<file path="src/rtl/game_sequencer.sv">
// game_sequencer
//   Game flow controller for the frogger-style datapath. Walks the game through
//   ATTRACT, PLAY, HIT (collision recovery), CLEAR (level cleared) and OVER.
//   It owns the remaining lives, the BCD level count and the car speed.
//   It also tells the player datapath when to respawn and when moves are accepted.
//
// Ports
//   CLK, RST_N      clock, asynchronous active-low reset
//   i_frame_tick    one pulse per video frame
//   i_start         start game from ATTRACT
//   i_restart       restart from any state (highest priority)
//   i_collision     player/car overlap (acted on in PLAY only)
//   i_reached_top   player reached the top row (acted on in PLAY only)
//   o_state         0 ATTRACT, 1 PLAY, 2 HIT, 3 CLEAR, 4 OVER
//   o_player_reset  one-cycle respawn pulse
//   o_move_en       player may move (PLAY)
//   o_cars_en       cars advance (PLAY, HIT)
//   o_blink         sprite hide strobe during HIT
//   o_lives         thermometer of remaining lives
//   o_tens, o_units BCD level 00..99
//   o_speed_car     car speed index, saturating at SPEED_MAX
module game_sequencer #(
   parameter int unsigned LIVES        = 4,
   parameter int unsigned HIT_FRAMES   = 60,
   parameter int unsigned CLEAR_FRAMES = 30,
   parameter int unsigned OVER_FRAMES  = 120,
   parameter int unsigned SPEED_MAX    = 31
) (
   input  logic             CLK,
   input  logic             RST_N,
   input  logic             i_frame_tick,
   input  logic             i_start,
   input  logic             i_restart,
   input  logic             i_collision,
   input  logic             i_reached_top,
   output logic [2:0]       o_state,
   output logic             o_player_reset,
   output logic             o_move_en,
   output logic             o_cars_en,
   output logic             o_blink,
   output logic [LIVES-1:0] o_lives,
   output logic [3:0]       o_tens,
   output logic [3:0]       o_units,
   output logic [4:0]       o_speed_car
);

   localparam int unsigned MAX_HC     = (HIT_FRAMES > CLEAR_FRAMES) ? HIT_FRAMES : CLEAR_FRAMES;
   localparam int unsigned MAX_FRAMES = (MAX_HC > OVER_FRAMES) ? MAX_HC : OVER_FRAMES;
   // At least 3 bits so the blink strobe bit always exists.
   localparam int unsigned CNT_W      = ($clog2(MAX_FRAMES) < 3) ? 3 : $clog2(MAX_FRAMES);

   typedef enum logic [2:0] {
      S_ATTRACT = 3'd0,
      S_PLAY    = 3'd1,
      S_HIT     = 3'd2,
      S_CLEAR   = 3'd3,
      S_OVER    = 3'd4
   } state_t;

   state_t             r_state,        w_state_nxt;
   logic [CNT_W-1:0]   r_frame_cnt,    w_cnt_nxt;
   logic [LIVES-1:0]   r_lives,        w_lives_nxt;
   logic [3:0]         r_tens,         w_tens_nxt;
   logic [3:0]         r_units,        w_units_nxt;
   logic [4:0]         r_speed,        w_speed_nxt;
   logic               r_player_reset, w_preset_nxt;
   logic               r_move_en,      w_move_en_nxt;
   logic               r_cars_en,      w_cars_en_nxt;
   logic               r_blink,        w_blink_nxt;
   logic               w_cnt_last;

   always_ff @(posedge CLK or negedge RST_N) begin
      if (!RST_N) begin
         r_state        <= S_ATTRACT;
         r_frame_cnt    <= '0;
         r_lives        <= '1;
         r_tens         <= '0;
         r_units        <= '0;
         r_speed        <= '0;
         r_player_reset <= 1'b0;
         r_move_en      <= 1'b0;
         r_cars_en      <= 1'b0;
         r_blink        <= 1'b0;
      end else begin
         r_state        <= w_state_nxt;
         r_frame_cnt    <= w_cnt_nxt;
         r_lives        <= w_lives_nxt;
         r_tens         <= w_tens_nxt;
         r_units        <= w_units_nxt;
         r_speed        <= w_speed_nxt;
         r_player_reset <= w_preset_nxt;
         r_move_en      <= w_move_en_nxt;
         r_cars_en      <= w_cars_en_nxt;
         r_blink        <= w_blink_nxt;
      end
   end

   always_comb begin
      w_state_nxt  = r_state;
      w_cnt_nxt    = r_frame_cnt;
      w_lives_nxt  = r_lives;
      w_tens_nxt   = r_tens;
      w_units_nxt  = r_units;
      w_speed_nxt  = r_speed;
      w_preset_nxt = 1'b0;

      // Last frame of the current timed phase.
      case (r_state)
         S_HIT:   w_cnt_last = (r_frame_cnt == CNT_W'(HIT_FRAMES - 1));
         S_CLEAR: w_cnt_last = (r_frame_cnt == CNT_W'(CLEAR_FRAMES - 1));
         S_OVER:  w_cnt_last = (r_frame_cnt == CNT_W'(OVER_FRAMES - 1));
         default: w_cnt_last = 1'b0;
      endcase

      if (i_restart) begin
         w_state_nxt  = S_PLAY;
         w_cnt_nxt    = '0;
         w_lives_nxt  = '1;
         w_tens_nxt   = '0;
         w_units_nxt  = '0;
         w_speed_nxt  = '0;
         w_preset_nxt = 1'b1;
      end else begin
         case (r_state)
            S_ATTRACT: begin
               if (i_start) begin
                  w_state_nxt  = S_PLAY;
                  w_preset_nxt = 1'b1;
               end
            end
            S_PLAY: begin
               if (i_collision) begin
                  w_cnt_nxt    = '0;
                  w_preset_nxt = 1'b1;
                  if (r_lives == LIVES'(1)) begin
                     w_state_nxt = S_OVER;
                     w_lives_nxt = '0;
                  end else begin
                     w_state_nxt = S_HIT;
                     w_lives_nxt = r_lives >> 1;
                  end
               end else if (i_reached_top) begin
                  w_cnt_nxt    = '0;
                  w_preset_nxt = 1'b1;
                  w_state_nxt  = S_CLEAR;
                  // BCD increment, holding at 99.
                  if (!(r_tens == 4'd9 && r_units == 4'd9)) begin
                     if (r_units == 4'd9) begin
                        w_units_nxt = '0;
                        w_tens_nxt  = r_tens + 4'd1;
                     end else begin
                        w_units_nxt = r_units + 4'd1;
                     end
                  end
                  if (r_speed != 5'(SPEED_MAX))
                     w_speed_nxt = r_speed + 5'd1;
               end
            end
            S_HIT, S_CLEAR, S_OVER: begin
               if (i_frame_tick) begin
                  if (w_cnt_last) begin
                     w_cnt_nxt = '0;
                     if (r_state == S_OVER) begin
                        w_state_nxt = S_ATTRACT;
                        w_lives_nxt = '1;
                        w_tens_nxt  = '0;
                        w_units_nxt = '0;
                        w_speed_nxt = '0;
                     end else begin
                        w_state_nxt = S_PLAY;
                     end
                  end else begin
                     w_cnt_nxt = r_frame_cnt + 1'b1;
                  end
               end
            end
            default: begin
               w_state_nxt = S_ATTRACT;
               w_cnt_nxt   = '0;
            end
         endcase
      end

      // Enables and blink are derived from the next state so they register
      // in the same cycle as the state they belong to.
      w_move_en_nxt = (w_state_nxt == S_PLAY);
      w_cars_en_nxt = (w_state_nxt == S_PLAY) || (w_state_nxt == S_HIT);
      w_blink_nxt   = (w_state_nxt == S_HIT) && w_cnt_nxt[2];
   end

   assign o_state        = r_state;
   assign o_player_reset = r_player_reset;
   assign o_move_en      = r_move_en;
   assign o_cars_en      = r_cars_en;
   assign o_blink        = r_blink;
   assign o_lives        = r_lives;
   assign o_tens         = r_tens;
   assign o_units        = r_units;
   assign o_speed_car    = r_speed;

endmodule

</file>
<file path="config.mk">
export PLATFORM = sky130hd
export DESIGN_NAME = game_sequencer
export DESIGN_NICKNAME = d
export VERILOG_FILES = /design/src/rtl/game_sequencer.sv
export SDC_FILE = /design/constraint.sdc
export NUM_CORES = 1
export LEC_CHECK = 0
export BUFFER_PORTS_ARGS = -buffer_cell sky130_fd_sc_hd__buf_2
export CORE_ASPECT_RATIO = 0.9
export CORE_MARGIN = 5
export CORE_UTILIZATION = 25
export DETAILED_ROUTE_END_ITERATION = 7
export GPL_TIMING_DRIVEN = 0
export SYNTH_ARGS = -nofsm -noshare
export SYNTH_HDL_FRONTEND = slang
export SYNTH_SLANG_ARGS = --single-unit
</file>
<file path="constraint.sdc">
create_clock -name CLK -period 3.1 [get_ports CLK]
set_clock_uncertainty 0.2 [all_clocks]
set_input_delay 0.31 -clock CLK [delete_from_list [all_inputs] [get_ports CLK]]
set_output_delay 0.31 -clock CLK [all_outputs]
set_load 0.02 [all_outputs]
</file>
==> flow_metrics.py, run 1 <==
metrics = {
    "timing": {
        "setup_viol": 0,
        "max_slew_margin_pct": 48.8,
        "fmax_mhz": 395,
        "finalCritPeriodShare_pct": 81.7,
        "hold_violations": 0,
        "post-route-min-period_ns": 2.53,
        "slew_violations": 0,
        "rsz0062_at_grt": "no",
        "tns_ns": 0,
        "worstMarginPinSlew_ns": 0.762,
    },
    "yosys": {
        "synth_top_area_share_pct": 37.2,
        "synthTopCellsByCount": "dfrtp_1, nand2_1, o21ai_0",
        "yosysSeqAreaShare_pct": 43.0,
        "async_reset_ff_share_pct": 100,
        "ys_types": 49,
        "synthTopCellsByArea": "dfrtp_1, dfstp_2, ha_1",
        "syn_area_per_cell_um2": 9.41,
        "syn-cell-area_mm2": 0.00182,
        "synth_nets": 207,
        "synth_top_cell_by_area": "dfrtp_1",
        "synth-main-ff-cell": "dfrtp_1",
        "yosysWarnings": 0,
        "synth-edff-count": 0,
        "post-synth-top-count-cell": "dfrtp_1",
        "ys_seq_elements": 31,
        "synthCells": 193,
    },
    "placement": {
        "place_congestion": 0.776,
        "hpwl_um": 3300,
        "placed_area_mm2": 0.00208,
        "port_buffers": 30,
    },
    "clocking": {
        "cts_tree": "built",
        "postCtsResizedCells": 0,
        "clock_path_buffers": 2,
        "cts.sinks": 31,
        "clockRootBuffer": "clkbuf_8",
        "cts_buffers": 5,
        "htreeDepth": 2,
        "clkTransAtPathRegs_ns": 0.07,
        "post_cts_buffers": 0,
        "clkLatencyLatePin_ns": 0.29,
    },
    "critical_path": {
        "path_max_fanout": 6,
        "worstPathRequired_ns": 3.08,
        "critPathKind": "flip-flop to flip-flop",
        "crit_path_end_kind": "flip-flop",
        "critPathLaunchType": "flip-flop",
        "crit_arrival_ns": 2.52,
        "r2r_slack_ns": 0.57,
    },
    "cells_and_area": {
        "drive_gt1_share_pct": 22.8,
        "fin_area_mm2": 0.00221,
        "synthToLayoutAreaGrowth_pct": 21.7,
        "antenna_cells": 0,
        "nNetsFinal": 245,
        "num-fill-cells": 747,
    },
    "floorplanning": {
        "core_area_mm2": 0.00708,
        "die-area_mm2": 0.00907,
        "start_util_pct": 25.7,
        "die_x_um": 99.8,
        "rows": 29,
        "die_h_um": 90.8,
        "pin_count": 31,
    },
    "grt": {
        "grt_overflow_total": 0,
        "grt_use_total_pct": 10.5,
        "grt_max_degree": 32,
        "grt_pass1_wl_um": 7670,
        "antenna_found_initial": 0,
        "grt_pass1_vias": 1523,
    },
    "drt": {
        "drcViolationCount": 0,
        "drtAntennaViolNets": 0,
        "drt-total-wl_um": 4420,
        "vias": 1582,
        "drt_iter0_drc": 92,
        "vias_per_cell": 4.87,
        "post_drt_wl_per_cell_um": 13.6,
        "drt-pass1-iter-count": 4,
    },
    "pwr": {
        "p_leak_uw": 0.00103,
        "p_per_area_mw_per_mm2": 472,
        "ir_drop_mv": 0.172,
    },
    "run_status": {
        "status": "completed",
    },
    "hold_path": {
        "hold_path_class": "primary input to flip-flop",
    },
    "flow_run": {
        "max_cap_violations": 0,
    },
}
layout make-up:
class	count	area (um2)	area share, %
plain buffers	5	20.0	0.906
clock buffers	6	82.6	3.74
clock inverters	2	35.0	1.59
inverters	8	30.0	1.36
multi-input cells	149	985	44.6
flip-flops and latches	31	781	35.3
well taps	93	116	5.27
repair buffers	31	160	7.25
power by group:
part | internal, uW | switching [uW]
registers | 427 | 22.4
clock network | 260 | 163
logic | 59.8 | 110
total | 747 | 295
stage by stage:
| stage | std cells | hold slack (ns) | worst slack, ns | power (uW) | utilization, % |
|---|---|---|---|---|---|
| 2_1_floorplan | 193 | -0.186 | 0.827 | 566 | - |
| 3_3_place_gp | 316 | 0.198 | 0.626 | 626 | 29.4 |
| 3_5_place_dp | 316 | 0.196 | 0.578 | 629 | 29.4 |
| 4_1_cts | 325 | 0.245 | 0.560 | 1050 | 31.2 |
| 5_1_grt | 325 | 0.281 | 0.311 | 1090 | 31.2 |
| 6_report | 325 | 0.262 | 0.567 | 1040 | 31.2 |
registers in the layout, summed over array words and instances, names as in the netlist:
name	count
o_units	4
o_speed_car	5
o_cars_en	1
r_frame_cnt	7
o_tens	4
o_lives	4
o_move_en	1
o_player_reset	1
o_state	3
o_blink	1
kinds of logic (layout without fill, tap and decap cells):
kind of cell | Yosys count | after routing | share of synthesized area, %
AO/OA/AOI/OAI | 46 | 46 | 18.3
XOR/XNOR | 7 | 7 | 3.38
adder cells (fa/ha/maj) | 7 | 7 | 4.82
buffers and inverters | 13 | 52 | 2.76
flip-flops | 31 | 31 | 43.0
multiplexers | 2 | 2 | 1.38
AND/OR/NAND/NOR | 87 | 87 | 26.4
critical path, cell delays in order (launching register included):
cell and delay (ns):
dfrtp_1 0.44, nor3b_2 0.37, nand4_1 0.26, nor3_1 0.65, nor3_1 0.23, o41ai_1 0.28
metal layers:
layer | vias up | track usage (%) | share of wire (%)
met5 | - | 0 | 0
met4 | 0 | 3.07 | 1.2
met3 | 5 | 3.78 | 6.9
met2 | 40 | 15.3 | 44
met1 | 759 | 14.5 | 48
li1 | 778 | - | -
cells in the final DEF, fill, tap and decap left out, types with 7 or more instances in the layout:
master / count
buf_2: 31
dfrtp_1: 27
ha_1: 7
inv_1: 8
nand2_1: 20
nand3_1: 7
nor2_1: 13
nor3_1: 9
o21ai_0: 17
what timing repair did:
| item | CTS | global route |
|---|---|---|
| endpoints found under the hold margin | 27 | 0 |
| endpoints found under the setup margin | 0 | 0 |
| hold buffers | 1 | 0 |
final timing paths:
check	from	endpoint	cells past startpoint
max	o_state[0]$_DFF_PN0_	o_tens[0]$_DFFE_PN0P_	5
min	i_start	o_player_reset$_DFF_PN0_	4
max reg2reg	o_state[0]$_DFF_PN0_	o_tens[0]$_DFFE_PN0P_	5
min reg2reg	o_speed_car[4]$_DFFE_PN0P_	o_speed_car[4]$_DFFE_PN0P_	2
max in group asynchronous	RST_N	o_units[3]$_DFFE_PN0P_	2
min in group asynchronous	RST_N	o_player_reset$_DFF_PN0_	2
Note: power is estimated with default switching activity, not from simulation.
==> run 2: changes to the inputs <==
==> constraint.sdc (replaced) <==
create_clock -name CLK -period 2.27 [get_ports CLK]
set_clock_uncertainty 0.2 [all_clocks]
set_input_delay 0.227 -clock CLK [delete_from_list [all_inputs] [get_ports CLK]]
set_output_delay 0.227 -clock CLK [all_outputs]
set_load 0.02 [all_outputs]
==> flow_metrics.py, run 2 (synthesis results as in run 1) <==
metrics = {
    "critical_path": {
        "crit_arrival_ns": 2.34,
        "critPathKind": "flip-flop to flip-flop",
        "path_max_fanout": 4,
        "worstPathRequired_ns": 2.28,
        "crit_path_end_kind": "flip-flop",
        "critPathLaunchType": "flip-flop",
    },
    "cells_and_area": {
        "multi_input_area_mm2": 0.00102,
        "fin_area_mm2": 0.00230,
        "nNetsFinal": 251,
        "num-fill-cells": 757,
        "antenna_cells": 0,
        "largest_register_ffs": 7,
        "fin_util_pct": 32.5,
        "seqCellArea_um2": 783,
        "synthToLayoutAreaGrowth_pct": 26.7,
        "mostFrequentLayoutCells": "buf_2, dfrtp_1, nand2_1, o21ai_0, nor2_1",
        "drive_gt1_share_pct": 29.0,
        "final_common_cell": "buf_2",
        "largest-register": "r_frame_cnt",
    },
    "pwr": {
        "p_per_area_mw_per_mm2": 624,
        "finalPower_uw": 1440,
        "ir_drop_mv": 0.210,
        "p_leak_uw": 0.00106,
    },
    "timing": {
        "max_slew_margin_pct": 51.0,
        "slew_violations": 0,
        "fmax_mhz": 430,
        "setup_viol": 3,
        "post-route-min-period_ns": 2.33,
        "worst_slack_ns": -0.0570,
        "finalCritPeriodShare_pct": 103,
        "hold_violations": 0,
        "worstMarginPinSlew_ns": 0.727,
        "rsz0062_at_grt": "yes",
    },
    "drt": {
        "drt-total-wl_um": 4570,
        "post_drt_wl_per_cell_um": 13.8,
        "vias_per_cell": 4.87,
        "drcViolationCount": 0,
        "drt_iter0_drc": 62,
        "drtAntennaViolNets": 0,
        "drt-pass1-iter-count": 4,
        "vias": 1612,
    },
    "clocking": {
        "cts.sinks": 31,
        "cts_buffers": 5,
        "htreeDepth": 2,
        "clockRootBuffer": "clkbuf_8",
        "clkTransAtPathRegs_ns": 0.07,
        "cts_tree": "built",
        "clock_path_buffers": 2,
        "clkLatencyLatePin_ns": 0.29,
    },
    "grt": {
        "grt_overflow_total": 0,
        "grt_use_total_pct": 10.6,
        "antenna_found_initial": 0,
        "grt_pass1_vias": 1536,
        "grt_pass1_wl_um": 7660,
        "grt_max_degree": 32,
    },
    "floorplanning": {
        "die-area_mm2": 0.00907,
        "rows": 29,
        "die_x_um": 99.8,
        "die_h_um": 90.8,
        "start_util_pct": 25.7,
        "pin_count": 31,
        "core_area_mm2": 0.00708,
    },
    "run_status": {
        "failed_checks": "negative setup slack",
        "status": "finished, violations left",
    },
    "placement": {
        "placed_area_mm2": 0.00208,
        "dp_slack_ns": -0.188,
        "place_congestion": 0.826,
        "hpwl_um": 3340,
        "port_buffers": 30,
    },
    "flow_run": {
        "max_cap_violations": 0,
    },
    "hold_path": {
        "hold_path_class": "primary input to flip-flop",
    },
}
## run 2: cell types whose count changed in the layout (fill, tap and decap cells not counted), moves of 2 or more
cell     previous run  this run
buf_4               0         4
o21ai_0            17        14
buf_6               0         2
dfrtp_1            27        25
dfrtp_2             0         2
o21ai_1             0         2
## run 2: layout make-up
class | instances | share of cell area, %
flip-flops and latches | 31 | 34.0
multi-input cells | 149 | 44.3
inverters | 8 | 1.31
well taps | 93 | 5.06
repair buffers | 37 | 9.24
clock buffers | 6 | 3.59
plain buffers | 5 | 0.924
clock inverters | 2 | 1.52
## run 2: worst max-delay path, stage by stage, from the launching register on
cell and delay [ns]:
dfrtp_1 0.42, nand3b_1 0.26, mux2_4 0.37, o311ai_4 0.36
nand3b_4 0.16, or3_4 0.35, a21oi_2 0.13
## run 2: report_power, final
| group | total [uW] | switching (uW) | internal [uW] |
|---|---|---|---|
| Sequential | 617 | 32.8 | 584 |
| Combinational | 250 | 156 | 94.0 |
| Clock | 570 | 215 | 355 |
## run 2: through the flow
| stage | hold slack [ns] | instances | setup TNS (ns) |
|---|---|---|---|
| 3_5_place_dp | 0.116 | 316 | -0.793 |
| 5_1_grt | 0.183 | 331 | -1.02 |
| 4_1_cts | 0.146 | 329 | -0.00215 |
| 2_1_floorplan | -0.269 | 193 | 0 |
| 3_3_place_gp | 0.117 | 316 | -0.593 |
| 6_report | 0.155 | 331 | -0.0938 |
## run 2: final timing paths
kind	slack [ns]	start	depth (start not counted)	to
worst max-delay path	-0.06	o_state[2]$_DFF_PN0_	6	o_speed_car[3]$_DFFE_PN0P_
worst min-delay path	0.16	i_start	4	o_player_reset$_DFF_PN0_
worst max register to register	-0.06	o_state[2]$_DFF_PN0_	6	o_speed_car[3]$_DFFE_PN0P_
worst min register to register	0.31	o_speed_car[4]$_DFFE_PN0P_	2	o_speed_car[4]$_DFFE_PN0P_
max in group asynchronous	1.06	RST_N	2	o_state[1]$_DFF_PN0_
min in group asynchronous	0.31	RST_N	2	o_blink$_DFF_PN0_
## run 2: per-layer routing
| metal | part of all wire [%] | GRT usage [%] | vias up |
|---|---|---|---|
| met5 | 0 | 0 | - |
| met4 | 1.3 | 3.75 | 0 |
| met3 | 6.5 | 3.17 | 6 |
| met2 | 44 | 15.6 | 44 |
| met1 | 48 | 14.7 | 770 |
| li1 | - | - | 792 |
## run 2: what timing repair did
action | 4_1_cts | 5_1_grt
gates resized for setup | 6 | 10
setup buffers | 4 | 2
pin swaps | 7 | 3
endpoints found under the setup margin | 14 | 19
hold buffers | 1 | 0
endpoints found under the hold margin | 27 | 0
